## config.mk

```make
export PLATFORM = sky130hd
export DESIGN_NAME = partition_write_arbiter
export DESIGN_NICKNAME = d
export VERILOG_FILES = /design/src/rtl/partition_write_arbiter.sv
export SDC_FILE = /design/constraint.sdc
export NUM_CORES = 1
export LEC_CHECK = 0
export ABC_CLOCK_PERIOD_IN_PS = 8000
export BUFFER_PORTS_ARGS = -buffer_cell sky130_fd_sc_hd__buf_4
export CORE_AREA = 4 4 233 235
export CTS_BUF_LIST = sky130_fd_sc_hd__clkbuf_4 sky130_fd_sc_hd__clkbuf_8
export CTS_CLUSTER_DIAMETER = 40
export DETAILED_ROUTE_END_ITERATION = 12
export DIE_AREA = 0 0 237 239
export GPL_TIMING_DRIVEN = 0
export PLACE_DENSITY_LB_ADDON = 0.12
export SYNTH_ARGS = -nofsm -noshare
export SYNTH_HDL_FRONTEND = slang
export SYNTH_SLANG_ARGS = --single-unit
export TNS_END_PERCENT = 50
```

## constraint.sdc

```tcl
create_clock -name clock -period 8 [get_ports clock]
set_clock_uncertainty 0.2 [all_clocks]
set_input_delay 1.2 -clock clock [delete_from_list [all_inputs] [get_ports clock]]
set_output_delay 1.2 -clock clock [all_outputs]
set_load 0.01 [all_outputs]
```

## src/rtl/partition_write_arbiter.sv

```systemverilog
// partition_write_arbiter: round-robin arbiter that funnels up to eight
// partition writers onto one Avalon-MM write master. A requester is only
// admitted while its partition_enables bit is set. The grant holder keeps
// the port for at most QUANTUM writes while anyone else is waiting.
module partition_write_arbiter #(
   parameter int N_PARTITIONS = 5,
   parameter int ADDR_W       = 32,
   parameter int DATA_W       = 64,
   parameter int QUANTUM      = 4
) (
   input  logic                             clock,
   input  logic                             reset,
   input  logic [N_PARTITIONS-1:0]          req_valid,
   output logic [N_PARTITIONS-1:0]          req_ready,
   input  logic [N_PARTITIONS*ADDR_W-1:0]   req_address,
   input  logic [N_PARTITIONS*DATA_W-1:0]   req_writedata,
   input  logic [N_PARTITIONS-1:0]          partition_enables,
   output logic [ADDR_W-1:0]                avm_address,
   output logic [DATA_W-1:0]                avm_writedata,
   output logic                             avm_write,
   input  logic                             avm_waitrequest,
   output logic [4:0]                       dbg_info
);

   localparam int              CNT_W = $clog2(QUANTUM) + 1;
   localparam logic [CNT_W-1:0] QUANT = CNT_W'(QUANTUM);
   localparam logic [CNT_W-1:0] ONE   = CNT_W'(1);
   localparam logic [3:0]       N4    = 4'(N_PARTITIONS);

   typedef enum logic {IDLE, ISSUE} state_t;

   state_t              state_q, state_d;
   logic [2:0]          grant_q, grant_d;
   logic [2:0]          rr_ptr_q, rr_ptr_d;
   logic [CNT_W-1:0]    count_q, count_d;
   logic [ADDR_W-1:0]   addr_q, addr_d;
   logic [DATA_W-1:0]   data_q, data_d;
   logic                write_q, write_d;

   logic [N_PARTITIONS-1:0] eligible, grant_mask, others;
   logic                    elig_grant;
   logic [3:0]              pick_all, pick_oth;
   logic                    accept, new_grant;
   logic [2:0]              acc_idx;
   logic [3:0]              acc_inc;

   // Returns {hit, index}: first set bit of vec at or above ptr, wrapping.
   // The request vector is rotated down by ptr so a plain lowest-bit search
   // gives the offset from ptr.
   function automatic logic [3:0] rr_pick(input logic [N_PARTITIONS-1:0] vec,
                                          input logic [2:0] ptr);
      logic [2*N_PARTITIONS-1:0] dbl;
      logic [N_PARTITIONS-1:0]   rot;
      logic [3:0]                off, sum;
      logic                      hit;
      dbl = {vec, vec};
      rot = N_PARTITIONS'(dbl >> ptr);
      off = 4'd0;
      hit = 1'b0;
      for (int j = N_PARTITIONS - 1; j >= 0; j--) begin
         if (rot[j]) begin
            off = 4'(j);
            hit = 1'b1;
         end
      end
      sum = {1'b0, ptr} + off;
      if (sum >= N4) sum = sum - N4;
      return {hit, sum[2:0]};
   endfunction

   // Eligibility and the two round-robin candidates (any / anyone but grant).
   always_comb begin
      eligible = req_valid & partition_enables;
      for (int i = 0; i < N_PARTITIONS; i++) grant_mask[i] = (grant_q == 3'(i));
      others     = eligible & ~grant_mask;
      elig_grant = |(eligible & grant_mask);
      pick_all   = rr_pick(eligible, rr_ptr_q);
      pick_oth   = rr_pick(others, rr_ptr_q);
   end

   // Next-state decision: who (if anyone) is accepted this cycle.
   always_comb begin
      state_d   = state_q;
      grant_d   = grant_q;
      rr_ptr_d  = rr_ptr_q;
      count_d   = count_q;
      addr_d    = addr_q;
      data_d    = data_q;
      write_d   = write_q;
      accept    = 1'b0;
      new_grant = 1'b0;
      acc_idx   = grant_q;
      acc_inc   = 4'd0;
      req_ready = '0;

      case (state_q)
         IDLE: begin
            write_d = 1'b0;
            if (pick_all[3]) begin
               accept    = 1'b1;
               new_grant = 1'b1;
               acc_idx   = pick_all[2:0];
               count_d   = ONE;
            end
         end
         ISSUE: begin
            // Address/data hold while stalled; decisions only on completion.
            if (!avm_waitrequest) begin
               if (elig_grant && (count_q < QUANT)) begin
                  accept  = 1'b1;
                  count_d = count_q + ONE;
               end else if (pick_oth[3]) begin
                  accept    = 1'b1;
                  new_grant = 1'b1;
                  acc_idx   = pick_oth[2:0];
                  count_d   = ONE;
               end else if (elig_grant) begin
                  // Lone requester at its quantum: re-grant without a gap.
                  accept  = 1'b1;
                  count_d = ONE;
               end else begin
                  state_d = IDLE;
                  write_d = 1'b0;
               end
            end
         end
         default: state_d = IDLE;
      endcase

      if (accept) begin
         state_d = ISSUE;
         grant_d = acc_idx;
         write_d = 1'b1;
         for (int i = 0; i < N_PARTITIONS; i++) begin
            if (acc_idx == 3'(i)) begin
               addr_d       = req_address[i*ADDR_W +: ADDR_W];
               data_d       = req_writedata[i*DATA_W +: DATA_W];
               req_ready[i] = ~reset;
            end
         end
         if (new_grant) begin
            acc_inc  = {1'b0, acc_idx} + 4'd1;
            rr_ptr_d = (acc_inc == N4) ? 3'd0 : acc_inc[2:0];
         end
      end
   end

   // State and Avalon output registers; reset drops avm_write at once.
   always_ff @(posedge clock or posedge reset) begin
      if (reset) begin
         state_q  <= IDLE;
         grant_q  <= 3'd0;
         rr_ptr_q <= 3'd0;
         count_q  <= '0;
         addr_q   <= '0;
         data_q   <= '0;
         write_q  <= 1'b0;
      end else begin
         state_q  <= state_d;
         grant_q  <= grant_d;
         rr_ptr_q <= rr_ptr_d;
         count_q  <= count_d;
         addr_q   <= addr_d;
         data_q   <= data_d;
         write_q  <= write_d;
      end
   end

   assign avm_address   = addr_q;
   assign avm_writedata = data_q;
   assign avm_write     = write_q;
   assign dbg_info      = {(state_q == ISSUE) & avm_waitrequest, state_q == ISSUE, grant_q};

endmodule
```

Yosys cells after proc, flatten, opt, wreduce, memory -nomap -nowiden
Cells that the tools add are included.
Word-level totals
  register bits: 107
  input port bits: 493
Cells by class
  add/subtract/negate cells: 6
  magnitude comparators: 3
  equal/unequal tests: 16
  shift-type cells: 2
  multiplexer cells: 69
  bitwise gates (word level): 7
  reductions and logical operators: 9
Operators by type and width (number)
  $mux 64: 5
  $mux 32: 5
  $mux 3: 15
  $mux 1: 31
  $mux 4: 7
  $shr 10x3->5: 2
  $and 5x5->5: 3
  $eq 3x2->1 const B: 4
  $pmux 3 s2: 2
  $ne 3x2->1 const B: 3
  $add 3x4->4: 2
  $ge 4x3->1 const B: 2
  $eq 3x1->1 const B: 2
  $eq 3x3->1 const B: 2
  $logic_not 3->1: 2
  $pmux 1 s2: 3
  $sub 3x3->3 const B: 2
  $mux 5: 1
  $not 5->5: 1
  $reduce_bool 5->1: 1
  $reduce_or 5->1: 1
  $add 3x1->4 const B: 1
  $eq 4x3->1 const B: 1
  $ne 2x2->1 const B: 2
  10 further kinds: 12

Longest topological paths before layout
Gate-level depths: netlist (run 1).
  word-level depth: 22
  depth in mapped cells: 28
  mapped depth without buffers: 25

Worst setup path before layout (run 1)
Ideal clock, no wire load.
  path type: input to output
  from: input req_valid[4]
  to: output req_ready[3]
  arrival: 5.980 ns
  required time: 6.600 ns
  path slack: 0.620 ns
  cell stages on the path: 21
  path buffers: 2
  cell sequence: and3b_1 -> a222oi_1 -> a2bb2oi_1 -> o21ai_0 -> and2_1 -> ha_1 -> inv_1 -> fa_1 -> ha_1 -> nand2b_1 -> a221o_1 -> a221o_1 -> mux2i_1 -> a2bb2o_1 -> a311oi_1 -> ha_1 -> ha_1 -> clkbuf_1 -> clkbuf_1 -> inv_1 -> nor2_1
Between the ends
  cells in the longest elaborated chain, start to end: 18
  elaborated cells between the ends (all ways): 49
  classes of those cells: add/sub (4); order compare (2); eq/ne (1); shift (2); mux (35); bitwise (3); reduce/logical (2)
RTL lines
  from (decl): RTL line 13  | input logic [N_PARTITIONS-1:0] req_valid,
  $and 5x5->5 (*): RTL line 73  | eligible = req_valid & partition_enables;
  $and 5x5->5: RTL line 75  | others = eligible & ~grant_mask;
  $shr 10x3->5: RTL line 57  | rot = N_PARTITIONS'(dbl >> ptr);
  $mux 3: RTL line 61  | if (rot[j]) begin
  $mux 4 (4 in series): RTL line 61
  $add 3x4->4: RTL line 66  | sum = {1'b0, ptr} + off;
  $ge 4x3->1: RTL line 67  | if (sum >= N4) sum = sum - N4;
  $mux 3: RTL line 67
  $mux 3: RTL line 112  | end else if (pick_oth[3]) begin
  $mux 3: RTL line 109  | if (elig_grant && (count_q < QUANT)) begin
  $mux 3: RTL line 108  | if (!avm_waitrequest) begin
  $pmux 3 s2 (*): RTL line 96  | case (state_q)
  via acc_idx[1]: RTL line 44  | logic [2:0] acc_idx;
  $eq 3x2->1 (*): RTL line 135  | if (acc_idx == 3'(i)) begin
  $mux 1 (*): RTL line 135
  $mux 5 (*): RTL line 130  | if (accept) begin
  to (decl): RTL line 14  | output logic [N_PARTITIONS-1:0] req_ready,
Mark *: on every way through the listed nets, which the timed path passes. The rest lies on a longest branch.

Worst setup path in the final report (run 1)
Same ends and word-level chain as after synthesis.

==> flow_summary.ini, run 1 <==
[floorplan]
initial_core_util_pct = 15.2
die-width_um = 237
core_area_um2 = 52200
dieArea_um2 = 56600
row_count = 84
die_h_um = 239
pin_count = 600

[routing]
drc = 0
vias = 10900
drtIter0Drc = 523
drt_wl_total_um = 60700
firstDrtPassIters = 6
ant_nets = 0
wl_per_cell_um = 26.1
viasPerCell = 4.70

[global_routing]
grt_util_all_layers_pct = 20.3
grt_max_degree = 64
grt_pass1_vias = 11500
antenna_found_initial = 4
overflow = 0
grt_pass1_wl_um = 83900

[placement]
pre_cts_ws_ps = -1560
portBuffers = 599
gp_congestion = 0.868
dpl_cell_area_um2 = 13300
hpwl_um = 49400

[setup_path]
start_kind = primary input
rr_endpoint = avm_address[9]
cp.buffers_inverters = 7
cp_top_family = compound AO/OA/AOI/OAI gates
slowest_delay_ps = 470
end_kind = primary output
arrival_ps = 6440
required_ps = 6600
worst-path-max-fanout = 10
critical_path.cell_chain = buf_4 > and3b_1 > a222oi_1 > buf_4 > a2bb2oi_2 > o21ai_0 > and2_1 > ha_1 > inv_1 > fa_1 > ha_1 > nand2b_1 > a221o_1 > a221o_1 > mux2i_1 > a2bb2o_1 > a311oi_4 > ha_1 > ha_2 > buf_8 > buf_6 > inv_1 > nor2_1 > buf_4
r2r_slack_ps = 560
reg2reg_depth = 26
crit_type = primary input to primary output
critPathSlowestCell = fa_1
r2r_start = rr_ptr_q[0]

[run]
maxCapViolations = 0

[yosys]
synth_ff_type = dfrtp_1
postSynthAreaPerCell_um2 = 7.89
ys_ff_latch = 107
syn_nets = 1520
ys_warn_count = 0
yosysSeqAreaShare_pct = 33.7
yosysUniqueCellTypes = 66
netlist_instances = 1008
syn_area_um2 = 7950
synth_edf_count = 0
async_reset_ff_share_pct = 100

[timing]
worst-slew-pin-transition_ps = 1080
relSlewSlack_pct = 28.0
slew_viol_final = 0
max_freq_mhz = 128
hold_slack_ps = 312
period_needed_ps = 7840
final_hold_viol_count = 0
finalSetupViolCount = 0
fin_crit_sh_pct = 98.0
rsz0062_at_grt = yes
setup_ws_ps = 162

[clock_network]
cts_root_buffer = clkbuf_8
cts_sinks = 107
cts_buffer_depth = 2
cts_tree = done
clk_pin_slew_ps = 110
clk_latency_ps = 440
numCtsBuffers = 9
htreeDepth = 3

[min_path]
hold_start = avm_write
holdPathStages = 2
hold_path_end = avm_write
hp-class = flop to flop

[finish]
final_nets = 2134
post_route_cells_drive_above_1_share_pct = 43.6
area_growth_pct = 71.5
postLayoutCellArea_um2 = 13600

[run_status]
outcome = complete, no violations
-- cells in the final DEF (no fill, tap or decap), drive strengths merged, types with 9 or more instances in the layout --
master and count:
clkbuf 61, o21ai 104, nor2 103, a31oi 97, buf 647, mux2i 9, nand2 120, a21oi 19
o22ai 191, ha 17, inv 23, or3 10, nand3 11, dfrtp 107
-- worst reg2reg max path, cell delays in order (launching register included) --
cell and delay, ps:
dfrtp_2 460, buf_4 190, buf_4 190, and4b_1 230, a2111oi_2 390, a21o_1 200
o21ai_0 100, and2_1 170, ha_1 210, inv_1 80, fa_1 470, ha_1 210
nand2b_1 160, a221o_1 300, a221o_1 400, mux2i_1 180, a2bb2o_1 350, a311oi_4 390
buf_4 180, ha_1 150, inv_2 130, nand2_1 340, clkbuf_1 680, o22ai_1 470
a21oi_1 260, o21ai_0 150, a31oi_1 180
-- stage by stage --
stage	util [%]	setup TNS, ps	cells
CTS	26.0	0	2310
global placement	25.5	-42960	2295
finish	26.1	0	2320
floorplan	-	0	1008
detailed placement	25.5	-49370	2296
global route	26.1	-307	2316
-- flip-flops by register name (all words and copies together) (netlist names) --
signal         cells
avm_writedata     64
avm_address       32
count_q            3
grant_q            3
rr_ptr_q           3
avm_write          1
state_q            1
-- layer usage --
layer	track usage, %	vias up	wire length [um]
met2	35.6	424	30600
li1	-	5074	-
met3	6.14	49	4130
met4	4.02	2	987
met5	0	-	10
met1	24.8	5346	24900
-- Yosys cell counts (8+ instances only) --
cell type	count	area [um2]
a21oi_1	17	85.1
a31oi_1	97	607
buf_2	23	115
buf_4	8	60.1
clkbuf_1	56	210
dfrtp_1	107	2680
ha_1	17	213
inv_1	18	67.6
mux2i_1	9	90.1
nand2_1	120	450
nand3_1	11	55.1
nor2_1	103	387
o21ai_0	99	495
o22ai_1	171	1070
o22ai_2	20	250
or3_1	10	62.6
-- repair_timing --
item                       CTS  global route
resized for setup           13            10
cloned                       0             0
setup endpoints to repair   45            41
pin swaps                    1             2
buffers inserted             0             5
hold buffers                 0             0
-- kinds of logic after synthesis --
family	share of synthesized area (%)
fa+ha+maj	3.18
buf+inv	6.92
flops	33.7
simple gates	15.7
xor+xnor	0.440
mux	1.70
compound gates	38.4
-- worst max-delay path by stage --
stage	from	end	slack (ps)	cells after the start
global placement	req_valid[4]	req_ready[3]	-1510	23
floorplan	req_valid[4]	req_ready[3]	620	21
detailed placement	req_valid[4]	req_ready[3]	-1560	23
global route	req_valid[4]	req_ready[3]	-190	24
CTS	req_valid[4]	req_ready[3]	1	23
finish	req_valid[4]	req_ready[3]	160	24
-- layout make-up --
class	instances	area, um2
clock buffers	9	124
fillers	5837	38600
plain buffers	94	485
multi-input cells	784	4770
repair buffers	605	4560
diodes	5	12.5
inverters	21	88.8
clock inverters	7	58.8
flip-flops and latches	107	2680
well taps	688	861
Power of run 1 is left out: the tool's default activity adds up to more than one toggle a clock period on the data nets, which glitch-free logic cannot reach.
==> run 2, diff against run 1 <==
--- a/config.mk
+++ b/config.mk
@@ -5,13 +5,13 @@
 export SDC_FILE = /design/constraint.sdc
 export NUM_CORES = 1
 export LEC_CHECK = 0
-export ABC_CLOCK_PERIOD_IN_PS = 8000
+export ABC_CLOCK_PERIOD_IN_PS = 6600
 export BUFFER_PORTS_ARGS = -buffer_cell sky130_fd_sc_hd__buf_4
-export CORE_AREA = 4 4 233 235
+export CORE_AREA = 4 4 231 233
 export CTS_BUF_LIST = sky130_fd_sc_hd__clkbuf_4 sky130_fd_sc_hd__clkbuf_8
 export CTS_CLUSTER_DIAMETER = 40
 export DETAILED_ROUTE_END_ITERATION = 12
-export DIE_AREA = 0 0 237 239
+export DIE_AREA = 0 0 235 237
 export GPL_TIMING_DRIVEN = 0
 export PLACE_DENSITY_LB_ADDON = 0.12
 export SYNTH_ARGS = -nofsm -noshare
==> constraint.sdc (replaced) <==
create_clock -name clock -period 6.6 [get_ports clock]
set_clock_uncertainty 0.2 [all_clocks]
set_input_delay 0.99 -clock clock [delete_from_list [all_inputs] [get_ports clock]]
set_output_delay 0.99 -clock clock [all_outputs]
set_load 0.01 [all_outputs]
==> run 2 against run 1 <==
Net effect:
- register-to-register slack worse by 320 ps
- count of clock-buffer cells in the layout rose by 1
- non-clock buffer count grew 49
- setup slack worse by 140 ps
- first-iteration DRC count shrank 7.1%
- critical path type is now flop to primary output
==> flow_summary.ini, run 2 (synthesized netlist as in run 1, its figures left out) <==
[run_status]
outcome = complete, no violations

[timing]
period_needed_ps = 6580
rsz0062_at_grt = yes
worst-slew-pin-transition_ps = 897
hold_slack_ps = 292
max_freq_mhz = 152
final_hold_viol_count = 0
relSlewSlack_pct = 40.0
slew_viol_final = 0
finalSetupViolCount = 0
fin_crit_sh_pct = 99.7

[finish]
mostFrequentLayoutCells = buf_4, o22ai_1, nand2_1
post_route_cells_drive_above_1_share_pct = 48.7
area_growth_pct = 81.5
final_nets = 2183
layout_commonest_cell = buf_4
largest_register_ff_count = 64

[placement]
gp_congestion = 0.904
hpwl_um = 47800
portBuffers = 599

[routing]
vias = 11100
wl_per_cell_um = 25.1
firstDrtPassIters = 5
drtIter0Drc = 486
ant_nets = 0
drc = 0
viasPerCell = 4.70
drt_wl_total_um = 59300

[clock_network]
htreeDepth = 3
cts_sinks = 107
cts_root_buffer = clkbuf_8
clk_pin_slew_ps = 110
cts_buffer_depth = 2
cts_tree = done
numCtsBuffers = 9
clk_latency_ps = 450

[setup_path]
arrival_ps = 5390
rr_endpoint = avm_writedata[56]
worst-path-max-fanout = 8
r2r_start = grant_q[0]
start_kind = flop
required_ps = 5410
r2r_slack_ps = 240
crit_type = flop to primary output
end_kind = primary output
reg2reg_depth = 26

[global_routing]
grt_pass1_vias = 11600
antenna_found_initial = 3
grt_util_all_layers_pct = 20.0
grt_pass1_wl_um = 82700
overflow = 0
grt_max_degree = 64

[min_path]
hp-class = flop to flop
holdPathStages = 2
hold_start = avm_write
hold_path_end = avm_write

[floorplan]
core_area_um2 = 51200
die_h_um = 237
die-width_um = 235
pin_count = 600
dieArea_um2 = 55700
row_count = 83
initial_core_util_pct = 15.5

[run]
maxCapViolations = 0
-- run 2: cell count changes in the layout (fill, tap and decap cells not counted), moves of 6 or more --
cell      before  now
buf_6          8   16
ha_1          16    6
clkbuf_1      50   37
clkbuf_2       2   12
buf_4        612  655
ha_4           0    6
-- run 2: area by class of cell --
cell class              instances  area (um2)
diodes                          3        7.51
repair buffers                654        4950
inverters                      21         110
multi-input cells             784        5070
clock buffers                  10         138
fillers                      5679       36800
clock inverters                 6        50.0
well taps                     680         851
flip-flops and latches        107        2680
plain buffers                  94         576
-- run 2: layer usage --
metal	global-route usage, %	share of wire [%]	up-vias
li1	-	-	5167
met1	24.4	41	5476
met2	36.0	51	396
met3	5.31	6.2	37
met4	3.58	1.2	2
met5	0	0.034	-
-- run 2: through the flow --
step                      TNS [ps]  util (%)  instance area [um2]  cells  setup WS (ps)
after floorplan                  0         -                 7970   1008           1.92
after global placement     -148770      26.0                13300   2287          -1960
after detailed placement   -142330      26.1                13300   2288          -1860
after CTS                     -126      27.6                14100   2339          -63.3
after global routing         -1090      28.2                14400   2358           -220
final                            0      28.2                14400   2359           20.0
-- run 2: worst max path at each step --
| stage | start | endpoint | slack (ps) | cells past startpoint |
|---|---|---|---|---|
| 2_1_floorplan | req_valid[4] | req_ready[3] | 2 | 21 |
| 3_3_place_gp | req_valid[1] | avm_address[8] | -1960 | 23 |
| 5_1_grt | grant_q[0] | req_ready[3] | -220 | 24 |
| 3_5_place_dp | req_valid[4] | avm_address[8] | -1860 | 23 |
| 4_1_cts | rr_ptr_q[0] | req_ready[3] | -60 | 24 |
| 6_report | grant_q[0] | req_ready[3] | 20 | 24 |
-- run 2: worst max-delay path: stages (launching register included) --
cell and delay (ps):
dfrtp_1 410, buf_6 150, o311ai_4 330, o22ai_2 140, mux4_2 510, nor2_4 150, a211oi_2 60, o31ai_2 220
ha_2 240, inv_2 40, fa_2 600, ha_4 160, nand2b_4 60, a221oi_4 280, buf_4 170, nor2_2 40
o21ai_2 150, a211oi_2 80, a311oi_4 360, ha_2 260, ha_4 140, clkbuf_16 140, inv_6 30, nor2_4 100
buf_6 110
-- run 2: repair_timing --
action | CTS | global route
gates resized for setup | 83 | 63
setup buffers | 35 | 19
pin swaps | 30 | 20
endpoints found under the setup margin | 101 | 92
hold buffers | 0 | 0
Power of run 2 is left out for the same reason.
